$ cat src/rtl/clk_phase_gen.sv
// Multi-phase non-overlapping clock-enable generator driven from one master clock.
// Each phase is high PHASE_LEN cycles (plus any stretch), followed by GAP dead cycles.
module clk_phase_gen #(
    parameter int NPHASE    = 2,
    parameter int PHASE_LEN = 4,
    parameter int GAP       = 1,
    parameter int CNT_W     = 8,
    localparam int IDX_W    = (NPHASE > 1) ? $clog2(NPHASE) : 1
) (
    input  logic              clk0,
    input  logic              res,
    input  logic              en,
    input  logic              stretch,
    output logic [NPHASE-1:0] phase_out,
    output logic [IDX_W-1:0]  phase_idx,
    output logic              sync,
    output logic              active
);

    typedef enum logic [1:0] {
        ST_IDLE = 2'd0,
        ST_HIGH = 2'd1,
        ST_GAP  = 2'd2
    } state_e;

    localparam logic [CNT_W-1:0]  CNT_ONE  = {{(CNT_W-1){1'b0}}, 1'b1};
    localparam logic [CNT_W-1:0]  LEN_C    = CNT_W'(PHASE_LEN);
    localparam logic [CNT_W-1:0]  GAP_C    = CNT_W'(GAP);
    localparam logic [IDX_W-1:0]  IDX_ONE  = {{(IDX_W-1){1'b0}}, 1'b1};
    localparam logic [IDX_W-1:0]  IDX_LAST = IDX_W'(NPHASE - 1);
    localparam logic [NPHASE-1:0] PH_ONE   = {{(NPHASE-1){1'b0}}, 1'b1};

    state_e             state_q, state_d;
    logic [CNT_W-1:0]   cnt_q, cnt_d;
    logic [IDX_W-1:0]   idx_q, idx_d;
    logic [IDX_W-1:0]   idx_nxt_s;
    logic [NPHASE-1:0]  phase_q, phase_d;
    logic               sync_q, sync_d;
    logic               active_q, active_d;

    assign idx_nxt_s = (idx_q == IDX_LAST) ? {IDX_W{1'b0}} : (idx_q + IDX_ONE);

    // Next-state logic; outputs are computed from the next state so they can be registered.
    always_comb begin
        state_d = state_q;
        cnt_d   = cnt_q;
        idx_d   = idx_q;
        sync_d  = 1'b0;
        case (state_q)
            ST_IDLE: begin
                if (en) begin
                    state_d = ST_HIGH;
                    idx_d   = {IDX_W{1'b0}};
                    cnt_d   = CNT_ONE;
                    sync_d  = 1'b1;
                end else begin
                    idx_d = {IDX_W{1'b0}};
                    cnt_d = {CNT_W{1'b0}};
                end
            end
            ST_HIGH: begin
                // stretch freezes the count, including on the last high cycle
                if (stretch) begin
                    cnt_d = cnt_q;
                end else if (cnt_q == LEN_C) begin
                    state_d = ST_GAP;
                    cnt_d   = CNT_ONE;
                end else begin
                    cnt_d = cnt_q + CNT_ONE;
                end
            end
            ST_GAP: begin
                // en is only looked at here, so a started pulse always completes
                if (cnt_q == GAP_C) begin
                    if (en) begin
                        state_d = ST_HIGH;
                        idx_d   = idx_nxt_s;
                        cnt_d   = CNT_ONE;
                        sync_d  = (idx_nxt_s == {IDX_W{1'b0}});
                    end else begin
                        state_d = ST_IDLE;
                        idx_d   = {IDX_W{1'b0}};
                        cnt_d   = {CNT_W{1'b0}};
                    end
                end else begin
                    cnt_d = cnt_q + CNT_ONE;
                end
            end
            default: begin
                state_d = ST_IDLE;
                idx_d   = {IDX_W{1'b0}};
                cnt_d   = {CNT_W{1'b0}};
            end
        endcase

        if (state_d == ST_HIGH) begin
            phase_d = PH_ONE << idx_d;
        end else begin
            phase_d = {NPHASE{1'b0}};
        end
        active_d = (state_d != ST_IDLE);
    end

    // State and output registers with synchronous reset.
    always_ff @(posedge clk0) begin
        if (res) begin
            state_q  <= ST_IDLE;
            cnt_q    <= {CNT_W{1'b0}};
            idx_q    <= {IDX_W{1'b0}};
            phase_q  <= {NPHASE{1'b0}};
            sync_q   <= 1'b0;
            active_q <= 1'b0;
        end else begin
            state_q  <= state_d;
            cnt_q    <= cnt_d;
            idx_q    <= idx_d;
            phase_q  <= phase_d;
            sync_q   <= sync_d;
            active_q <= active_d;
        end
    end

    assign phase_out = phase_q;
    assign phase_idx = idx_q;
    assign sync      = sync_q;
    assign active    = active_q;

endmodule
$ cat config.mk
export PLATFORM = sky130hd
export DESIGN_NAME = clk_phase_gen
export DESIGN_NICKNAME = d
export VERILOG_FILES = /design/src/rtl/clk_phase_gen.sv
export SDC_FILE = /design/constraint.sdc
export NUM_CORES = 1
export LEC_CHECK = 0
export ABC_AREA = 1
export BUFFER_PORTS_ARGS = -buffer_cell sky130_fd_sc_hd__buf_2
export CAP_MARGIN = 20
export CELL_PAD_IN_SITES_DETAIL_PLACEMENT = 1
export CELL_PAD_IN_SITES_GLOBAL_PLACEMENT = 1
export CORE_MARGIN = 2
export CORE_UTILIZATION = 40
export CTS_BUF_LIST = sky130_fd_sc_hd__clkbuf_16
export CTS_CLUSTER_SIZE = 12
export DETAILED_ROUTE_END_ITERATION = 8
export PLACE_DENSITY = 0.8
export SLEW_MARGIN = 20
export SYNTH_ARGS = -nofsm -noshare
export SYNTH_HDL_FRONTEND = slang
export SYNTH_SLANG_ARGS = --single-unit
$ cat constraint.sdc
create_clock -name clk0 -period 2 [get_ports clk0]
set_clock_uncertainty 0.1 [all_clocks]
set_input_delay 0.3 -clock clk0 [delete_from_list [all_inputs] [get_ports clk0]]
set_output_delay 0.3 -clock clk0 [all_outputs]
set_load 0.05 [all_outputs]
* Word-level counts from Yosys, hierarchy flattened
Index checks and enable logic that the tools add are counted.
Storage, ports and cells: bits in registers 15, input port bits 4, output and inout port bits 5, logic and storage cells 39
Cells by class: add/subtract/negate cells 2, eq/ne operators 6, shift operators 1, mux-type cells 19, bitwise operators 2, reduce and logical (&&, ||, !) cells 3
Operators by type and width (count):
- 2-to-1 mux 8 bit | 3
- case mux 8 bit (3 select lines) | 1
- adder 8 x 1 -> 8 bit (second input constant) | 1
- == test 8 x 1 -> 1 bit (second input constant) | 1
- == test 8 x 3 -> 1 bit (second input constant) | 1
- 2-to-1 mux 1 bit | 8
- 2-to-1 mux 2 bit | 4
- case mux 2 bit (3 select lines) | 1
- == test 2 x 1 -> 1 bit (second input constant) | 2
- case mux 1 bit (2 select lines) | 2
- == test 2 bit (second input constant) | 1
- zero test 2 bit | 1
- inequality test 2 bit (second input constant) | 1
- NOT 1 bit | 2
- nonzero test 2 bit | 1
- OR reduction 2 bit | 1
- << shifter 1 x 1 -> 2 bit (first input constant) | 1
- adder 1 bit (second input constant) | 1

* Logic depth before layout (Yosys ltp)
Gate-level depths: netlist of the first run.
depth in word-level cells 7, depth in mapped cells 11, depth with buffers taken out 10

* Worst setup path before layout of the first run
Ideal clock, no wire load.
path type register -> register, start register state_q[1], end register active_q, in the netlist active, library setup time 0.121 ns, data arrival time 1.277 ns, data required time 1.779 ns, setup slack 0.502 ns, cell stages (with the launch flop) 12, buffers on the path 1, clock period less this slack 1.498 ns, cells stage by stage dfxtp_1 > inv_1 > ha_1 > nand2_1 > inv_1 > buf_4 > nor2_1 > nand3_1 > nand2_1 > nand2_1 > nand2_1 > o21ai_0
On the way: cells in the longest elaborated chain, start to end 4, elaborated cells between the ends (all ways) 9, classes of those cells eq/ne: 2; mux: 5; reduce/logical: 2
Ends and longest elaborated chain:
- start, declared | line 33 | state_e state_q, state_d;
- start signal, assigned | line 114 | state_q <= state_d;
- 2-to-1 mux 2 bit | line 65 | end else if (cnt_q == LEN_C) begin
- 2-to-1 mux 2 bit | line 63 | if (stretch) begin
- case mux 2 bit (3 select lines) (*) | line 49 | case (state_q)
- nonzero test 2 bit (*) | line 101 | active_d = (state_d != ST_IDLE);
- end signal, assigned | line 119 | active_q <= active_d;
- end, declared | line 39 | logic active_q, active_d;
Every way passes the cells marked *; elsewhere a longest branch is shown, timed or not. A chain may end at the register's enable or synchronous reset.

* Final worst setup path of the first run
start register state_q[1], end register cnt_q[6]
On the way: cells in the longest elaborated chain, start to end 2, elaborated cells between the ends (all ways) 5, classes of those cells eq/ne: 3; mux: 1; reduce/logical: 1
Ends and longest elaborated chain:
- == test 2 bit, or another cell as far along | line 49
- case mux 8 bit (3 select lines) or inequality test 2 bit (tied branches)
- end signal, assigned | line 108 | cnt_q <= {CNT_W{1'b0}};
- end signal, assigned | line 115 | cnt_q <= cnt_d;
- end, declared | line 34 | logic [CNT_W-1:0] cnt_q, cnt_d;
Parallel ways exist; a longest one is shown, timed or not.

==> results of run 1 <==
power by group through the flow:
| stage | clock, mW | combinational, mW | sequential (mW) |
|---|---|---|---|
| after global placement | 0 | 0.0848 | 0.321 |
| after detailed placement | 0 | 0.0872 | 0.322 |
| after floorplan | 0 | 0.0494 | 0.336 |
| after CTS | 0.400 | 0.0888 | 0.316 |
| final | 0.394 | 0.0876 | 0.317 |
| after global routing | 0.412 | 0.100 | 0.317 |
worst paths after layout:
kind / end / cells after the start
setup reg to reg: cnt_q[6]$_SDFFE_PP0P_ / 8
hold / removal: state_q[1]$_SDFF_PP0_ / 2
hold reg to reg: sync$_SDFF_PP0_ / 2
setup / recovery: cnt_q[6]$_SDFFE_PP0P_ / 8
cell usage after synthesis:
master and n:
sky130_fd_sc_hd__a21boi_0 1, sky130_fd_sc_hd__o21bai_1 2, sky130_fd_sc_hd__nor3_1 4, sky130_fd_sc_hd__nand2_2 1, sky130_fd_sc_hd__a211oi_1 1, sky130_fd_sc_hd__o21ai_0 4
sky130_fd_sc_hd__o21ai_2 2, sky130_fd_sc_hd__dfxtp_1 15, sky130_fd_sc_hd__xor2_1 2, sky130_fd_sc_hd__nand3_1 10, sky130_fd_sc_hd__nor2_1 22, sky130_fd_sc_hd__nand2_1 22
sky130_fd_sc_hd__a21oi_1 3, sky130_fd_sc_hd__inv_1 18, sky130_fd_sc_hd__o21bai_2 1, sky130_fd_sc_hd__buf_4 1, sky130_fd_sc_hd__ha_1 7, sky130_fd_sc_hd__o21ai_1 1
routing by layer:
layer / share of wire / vias up
li1: - / 390
met4: 0.015 / 0
met3: 0.025 / 5
met2: 0.53 / 9
met1: 0.43 / 375
met5: 0 / -
cell type report:
type,count,area [um^2],area share
Clock buffer,3,75.1,0.0776
Clock inverter,1,5.00,0.00517
Inverter,18,67.6,0.0699
Multi-Input combinational cell,83,445,0.461
Sequential cell,15,300,0.310
Tap cell,27,33.8,0.0349
Timing Repair Buffer,8,40.0,0.0414
through the flow:
step / cells / hold WS [ns] / total power, mW / area [um^2] / utilization
6_report: 155 / 0.205 / 0.799 / 967 / 0.498
5_1_grt: 155 / 0.223 / 0.830 / 967 / 0.498
4_1_cts: 155 / 0.203 / 0.805 / 967 / 0.498
3_5_place_dp: 151 / 0.429 / 0.409 / 887 / 0.457
3_3_place_gp: 151 / 0.422 / 0.406 / 887 / 0.457
2_1_floorplan: 117 / 0.269 / 0.386 / 821 / -
state kept, by name (all words and copies together) (netlist names):
name and cells:
phase_idx 1, phase_out 2, cnt_q 8, sync 1, state_q 2, active 1
cell families after synthesis:
kind of cell / share of synthesized area
AND/OR/NAND/NOR: 0.294
buffers and inverters: 0.0915
AO/OA/AOI/OAI: 0.120
flip-flops: 0.366
adder cells (fa/ha/maj): 0.107
XOR/XNOR: 0.0213
==> impl_summary.md, run 1 <==
Clocking
The later pin in the worst-skew pair is clocked with a latency of 0.25 ns. The number of buffers added by the clock tree synthesis step is 3. In this run the deepest clock path goes through 2 buffers. The post-CTS resize count is 0.

Clock-pin slew was measured on the worst setup and hold paths at 0.05 ns. Clock tree synthesis selected as its root buffer the cell sky130_fd_sc_hd__clkbuf_16. CTS built an H-tree with a depth of 1.

The clock sink total is 15. The number of hold buffers added after CTS was 0. The count of buffers added by post-CTS timing repair for setup is 0.

TritonCTS built the clock tree.

STA
Setup repair after global routing left no endpoint under its margin. For the finished layout, the period the worst path requires is 1.73 ns. Timing would allow up to 578 MHz.

After layout, the worst setup slack is 0.269 ns. Adding up every negative setup slack in the final design gives 0 ns. The number of max-slew violations in the final report is 0. The transition time at the pin with the least slew margin is 0.353 ns. The final number of hold-violating endpoints is 0.

The worst slew margin relative to its limit is 0.765. Setup violations remaining at the end of the flow were counted as 0. The share of the clock period used by the worst path is 0.865.

Placement
The number of port buffers is 8. The half-perimeter wire length after detailed placement is 1.53 mm. The global placer's final weighted congestion is 0.850. Prior to clock tree synthesis, the placed netlist has a worst setup slack of 0.294 ns.

Flow run
The number of violations of the max-capacitance limit is 0.

Yosys
The share of the Yosys chip area taken by registers is 0.366. In this run, synthesis produced a sequential element count of 15. The fraction of post-synthesis cell area in the top cell type by area is 0.366.

Ranked by total cell area, the synthesized netlist is headed by sky130_fd_sc_hd__dfxtp_1 (37%), sky130_fd_sc_hd__ha_1 (11%), sky130_fd_sc_hd__nand2_1 (10%), sky130_fd_sc_hd__nor2_1 (10%), sky130_fd_sc_hd__inv_1 (8.2%). The cell taking the most area after synthesis is sky130_fd_sc_hd__dfxtp_1. The area of the mapped netlist is 821 um^2.

The average cell area after synthesis is 7.02 um^2. For this run, the number of Yosys warnings is 0. The synthesized netlist cell count is 117. Counting every net in the synthesized netlist gives 128.

The count of cell types in the netlist is 18.

Critical path
Of all nets on the critical path, the largest fanout is 11. The launching element type of the critical path is a flop. The number of buffers and inverters on the critical path is 2. The worst register-to-register path begins at state_q[1]$_SDFF_PP0_. In this design, the largest share of critical-path delay is due to simple AND/OR/NAND/NOR gates. On the critical path, the stage with the largest delay is an instance of sky130_fd_sc_hd__dfxtp_1.

STA classifies the critical path endpoint as a flop. For flop-to-flop paths, the worst setup slack is 0.27 ns. The critical path class is reg2reg. On the worst path, the slowest cell contributes a delay of 0.35 ns. STA puts the critical path data required time at 2.03 ns. Traced cell by cell, the critical path runs through inv_1 -> ha_1 -> nand2_1 -> inv_1 -> nor3_1 -> nand2_1 -> xor2_1 -> nor2_1. Tracing the worst setup path back leads to its startpoint at state_q[1]$_SDFF_PP0_. The data arrival time of the critical path is 1.76 ns.

Global routing
The first global-routing pass estimated 3.60 mm of wire. For this run, global-route usage on met1 was measured as 0.214. After global routing the overflow that remains totals 0. The number of antenna violations at the first check in global routing is 0. In the global route stage, met2 resource usage came out at 0.354.

The pin count of the biggest net entering global routing is 12. The all-layer global routing usage is 0.194. In this run the most used layer during global routing was met2. For this run, global-route usage on met3 was measured as 0.0429. The number of global-route vias before repair is 835.

Power and ir drop
The share of total power dissipated in sequential elements is 0.396. The leakage dissipation is 0.457 nW. Summed over all nets, the switching power comes to 0.196 mW. Cell internal power was estimated by the tool at 0.603 mW. The worst supply voltage drop on vdd is 0.400 mV. The share of total power dissipated in the clock network is 0.494. Power spread over the standard cell area amounts to 826 mW/mm^2. The share of total power dissipated in combinational logic is 0.110. The switching portion of total power is 0.246.

Die
The die covers 0.00243 mm^2. The overall die width is 49.3 um. Pin placement for this block handled 9 I/O pins.

The effective utilization at floorplan is 0.423. The placeable core region is 0.00194 mm^2. The cell row count is 16. The die is 49.3 um tall.

Drt
The DRC violation count after routing is 0. In the routed layout, each cell is associated on average with a via count of 5.03. The count of antenna-violating nets left after detailed routing is 0. The pre-antenna-repair detailed-routing pass consisted of 4 iterations.

In the final routed layout, each cell accounts on average for 12.6 um. Detailed routing inserted a total of 779 vias. The number of DRC markers after the initial detailed-route iteration is 7. The total detailed-routing wirelength is 1.96 mm.

Run status
The flow ran to the end, and the final reports show no timing, DRC or antenna violations.

Final layout
Relative to the synthesized area, the layout overhead comes to 17.8%. The filler cells instantiated in the layout total 269. The diode insertion count for antenna repair is 0.

The final layout net count is 140. Of the cells placed in the final design, the portion with a size suffix greater than 1 is 0.125. The top cell types in the final layout, fill and taps aside, are sky130_fd_sc_hd__nor2_1 (22), sky130_fd_sc_hd__nand2_1 (22), sky130_fd_sc_hd__inv_1 (18).

Hold path
In this run the most critical hold path is launched from res. The classification of the worst-slack hold path is in2reg.
Note: power is estimated with default switching activity, not from simulation.
==> run 2, diff against run 1 <==
- CELL_PAD_IN_SITES_DETAIL_PLACEMENT: 1 -> unset
- CELL_PAD_IN_SITES_GLOBAL_PLACEMENT: 1 -> unset
- CORE_UTILIZATION: 40 -> 55
==> run 2 against run 1 <==
Wire length down 19%. First-iteration DRC count grew to 3.0 times the previous value. Largest power group unchanged. Non-clock buffer count is the same. Critical path type unchanged.
==> impl_summary.md, run 2 (same netlist as run 1, synthesis figures left out) <==
Run status
Outcome: completed (unchanged).

Final layout
The number of standard cells in the layout, taps in and fillers out came to 143 (was 155). The fraction of final layout cells with drive strength greater than 1 was 0.117 (was 0.125). The number of flip-flops under the largest register name is 8 (unchanged). The area of combinational cells with multiple inputs is 445 um^2 (unchanged). The growth of design area from synthesis to finish is 15.9% (was 17.8%). Top library cells by usage in the layout, fill and taps aside: sky130_fd_sc_hd__nor2_1 (22), sky130_fd_sc_hd__nand2_1 (22), sky130_fd_sc_hd__inv_1 (19) (was sky130_fd_sc_hd__nor2_1 (22), sky130_fd_sc_hd__nand2_1 (22), sky130_fd_sc_hd__inv_1 (18)).

The filler cell count came to 112 (was 269). The area taken by flip-flops and latches is 300 um^2 (unchanged). The final layout net count is 140 (unchanged). The largest register by flop count is cnt_q (unchanged).

The diode insertion count for antenna repair was 0 (unchanged).

Global routing
The all-layer global routing usage came to 0.204 (was 0.194). The pin count of the biggest net entering global routing is 12 (unchanged). The number of antenna violations at the first check in global routing is 0 (unchanged).

The global-route wire length before repair is 2.78 mm (was 3.60 mm). The number of global-route vias before repair is 676 (was 835). The overall overflow remaining after global route came to 0 (unchanged).

Die
The placeable core region is 0.00135 mm^2 (was 0.00194 mm^2). The I/O pin count is 9 (unchanged). The effective utilization at floorplan came to 0.608 (was 0.423). The area of the die is 0.00182 mm^2 (was 0.00243 mm^2).

The height of the die came to 42.6 um (was 49.3 um). The cell row count is 13 (was 16). The overall die width is 42.6 um (was 49.3 um).

Critical path
The critical path class is reg2reg (unchanged). The critical path data required time is 2.02 ns (was 2.03 ns). The data arrival time of the critical path is 1.72 ns (was 1.76 ns). The launching element type of the critical path is a flop (unchanged).

The kind of end point of the critical path is a flop (unchanged). The maximum fanout count along the critical path is 11 (unchanged).

Hold path
The classification of the worst-slack hold path was in2reg (unchanged).

Drt
The via density per instance is 5.17 (was 5.03). The total detailed-routing wirelength is 1.58 mm (was 1.96 mm). The DRC violation count after routing is 0 (unchanged). The count of antenna-violating nets left after detailed routing is 0 (unchanged). The number of DRC markers after the initial detailed-route iteration is 21 (was 7).

The via count is 740 (was 779). The wire length on met3 is 91 um (was 49 um). The length of routed wiring on met1 is 766 um (was 849 um).

The routed length on met2 is 694 um (was 1.03 mm). The first-pass detailed-route iteration total was 4 (unchanged). The mean routed wirelength per cell is 11.0 um (was 12.6 um). The top metal layer carrying routed signals is met4 (unchanged).

STA
Setup repair after global routing missed its margin: false (unchanged). The total setup violations reported at the end of the flow came to 0 (unchanged). The transition time at the pin with the least slew margin came to 0.320 ns (was 0.353 ns). The number of max-slew violations in the final report came to 0 (unchanged).

The maximum operating frequency is 589 MHz (was 578 MHz). The final critical path time including I/O delays and setup is 1.70 ns (was 1.73 ns). The worst slew margin relative to its limit is 0.787 (was 0.765). The final number of hold-violating endpoints came to 0 (unchanged).

The post-route setup TNS is 0 ns (unchanged). The share of the clock period used by the worst path is 0.849 (was 0.865).

Placement
The half-perimeter wire length after detailed placement is 1.21 mm (was 1.53 mm). The number of cells after detailed placement is 139 (was 151). The global placer's final weighted congestion is 0.844 (was 0.850).

The number of port buffers is 8 (unchanged).

Clocking
The number of buffers added by the clock tree synthesis step is 3 (unchanged). The count of buffers added by post-CTS timing repair for setup is 0 (unchanged). The clock transition at the registers of the reported paths came to 0.05 ns (about the same). The clock sink total was 15 (unchanged).

The buffer levels on the longest clock path came to 2 (unchanged). The source-to-sink clock delay at the later pin of the worst-skew pair came to 0.24 ns (was 0.25 ns). The post-CTS resize count is 0 (unchanged).

The CTS tree is yes (unchanged). The clock root buffer master is sky130_fd_sc_hd__clkbuf_16 (unchanged). The count of hold-fix buffers inserted at cts was 0 (unchanged). The H-tree depth is 1 (unchanged).

Power and ir drop
The worst supply voltage drop on vdd is 0.632 mV (was 0.400 mV). The total power density per cell area is 817 mW/mm^2 (was 826 mW/mm^2). The total power was 0.777 mW (was 0.799 mW). The leakage dissipation was 0.459 nW (was 0.457 nW).

Flow run
The number of violations of the max-capacitance limit was 0 (unchanged).
## run 2: final timing paths
check	startpoint	to	slack, ns	cells after the start
worst max register to register	state_q[1]$_SDFF_PP0_	cnt_q[6]$_SDFFE_PP0P_	0.30	8
worst min register to register	cnt_q[0]$_SDFFE_PP0P_	cnt_q[0]$_SDFFE_PP0P_	0.44	2
worst min-delay path	res	phase_idx$_SDFF_PP0_	0.22	2
worst max-delay path	state_q[1]$_SDFF_PP0_	cnt_q[6]$_SDFFE_PP0P_	0.30	8
## run 2: routing by layer
metal,track usage,up-vias
met5,0,-
met1,0.256,328
met3,0.0819,4
met2,0.303,20
li1,-,388
met4,0.0938,0
## run 2: critical path, stage by stage (launching register included)
cell and delay (ns):
sky130_fd_sc_hd__dfxtp_1 0.36, sky130_fd_sc_hd__inv_1 0.08, sky130_fd_sc_hd__ha_1 0.23, sky130_fd_sc_hd__nand2_1 0.12, sky130_fd_sc_hd__inv_1 0.16, sky130_fd_sc_hd__nor3_1 0.24, sky130_fd_sc_hd__nand2_1 0.09, sky130_fd_sc_hd__xor2_1 0.14
sky130_fd_sc_hd__nor2_1 0.06
## run 2: metrics by stage
step	instance area, um^2	setup WS, ns	utilization	hold WS (ns)
finish	951	0.301	0.704	0.218
global route	951	0.0962	0.704	0.227
CTS	951	0.307	0.704	0.215
detailed placement	872	0.323	0.646	0.433
global placement	872	0.402	0.646	0.419
floorplan	821	0.502	-	0.269
## run 2: power by group
| group | total [mW] | leakage, nW | internal (mW) | switching, mW |
|---|---|---|---|---|
| Sequential | 0.316 | 0.122 | 0.309 | 0.00641 |
| Combinational | 0.0853 | 0.294 | 0.0260 | 0.0593 |
| Clock | 0.376 | 0.0423 | 0.264 | 0.112 |
| Total | 0.777 | 0.459 | 0.599 | 0.178 |
## run 2: final cells by class
type | instances | share of cell area
repair buffers | 8 | 0.0421
clock buffers | 3 | 0.0789
inverters | 18 | 0.0711
clock inverters | 1 | 0.00395
multi-input cells | 83 | 0.468
flip-flops and latches | 15 | 0.316
well taps | 15 | 0.0197
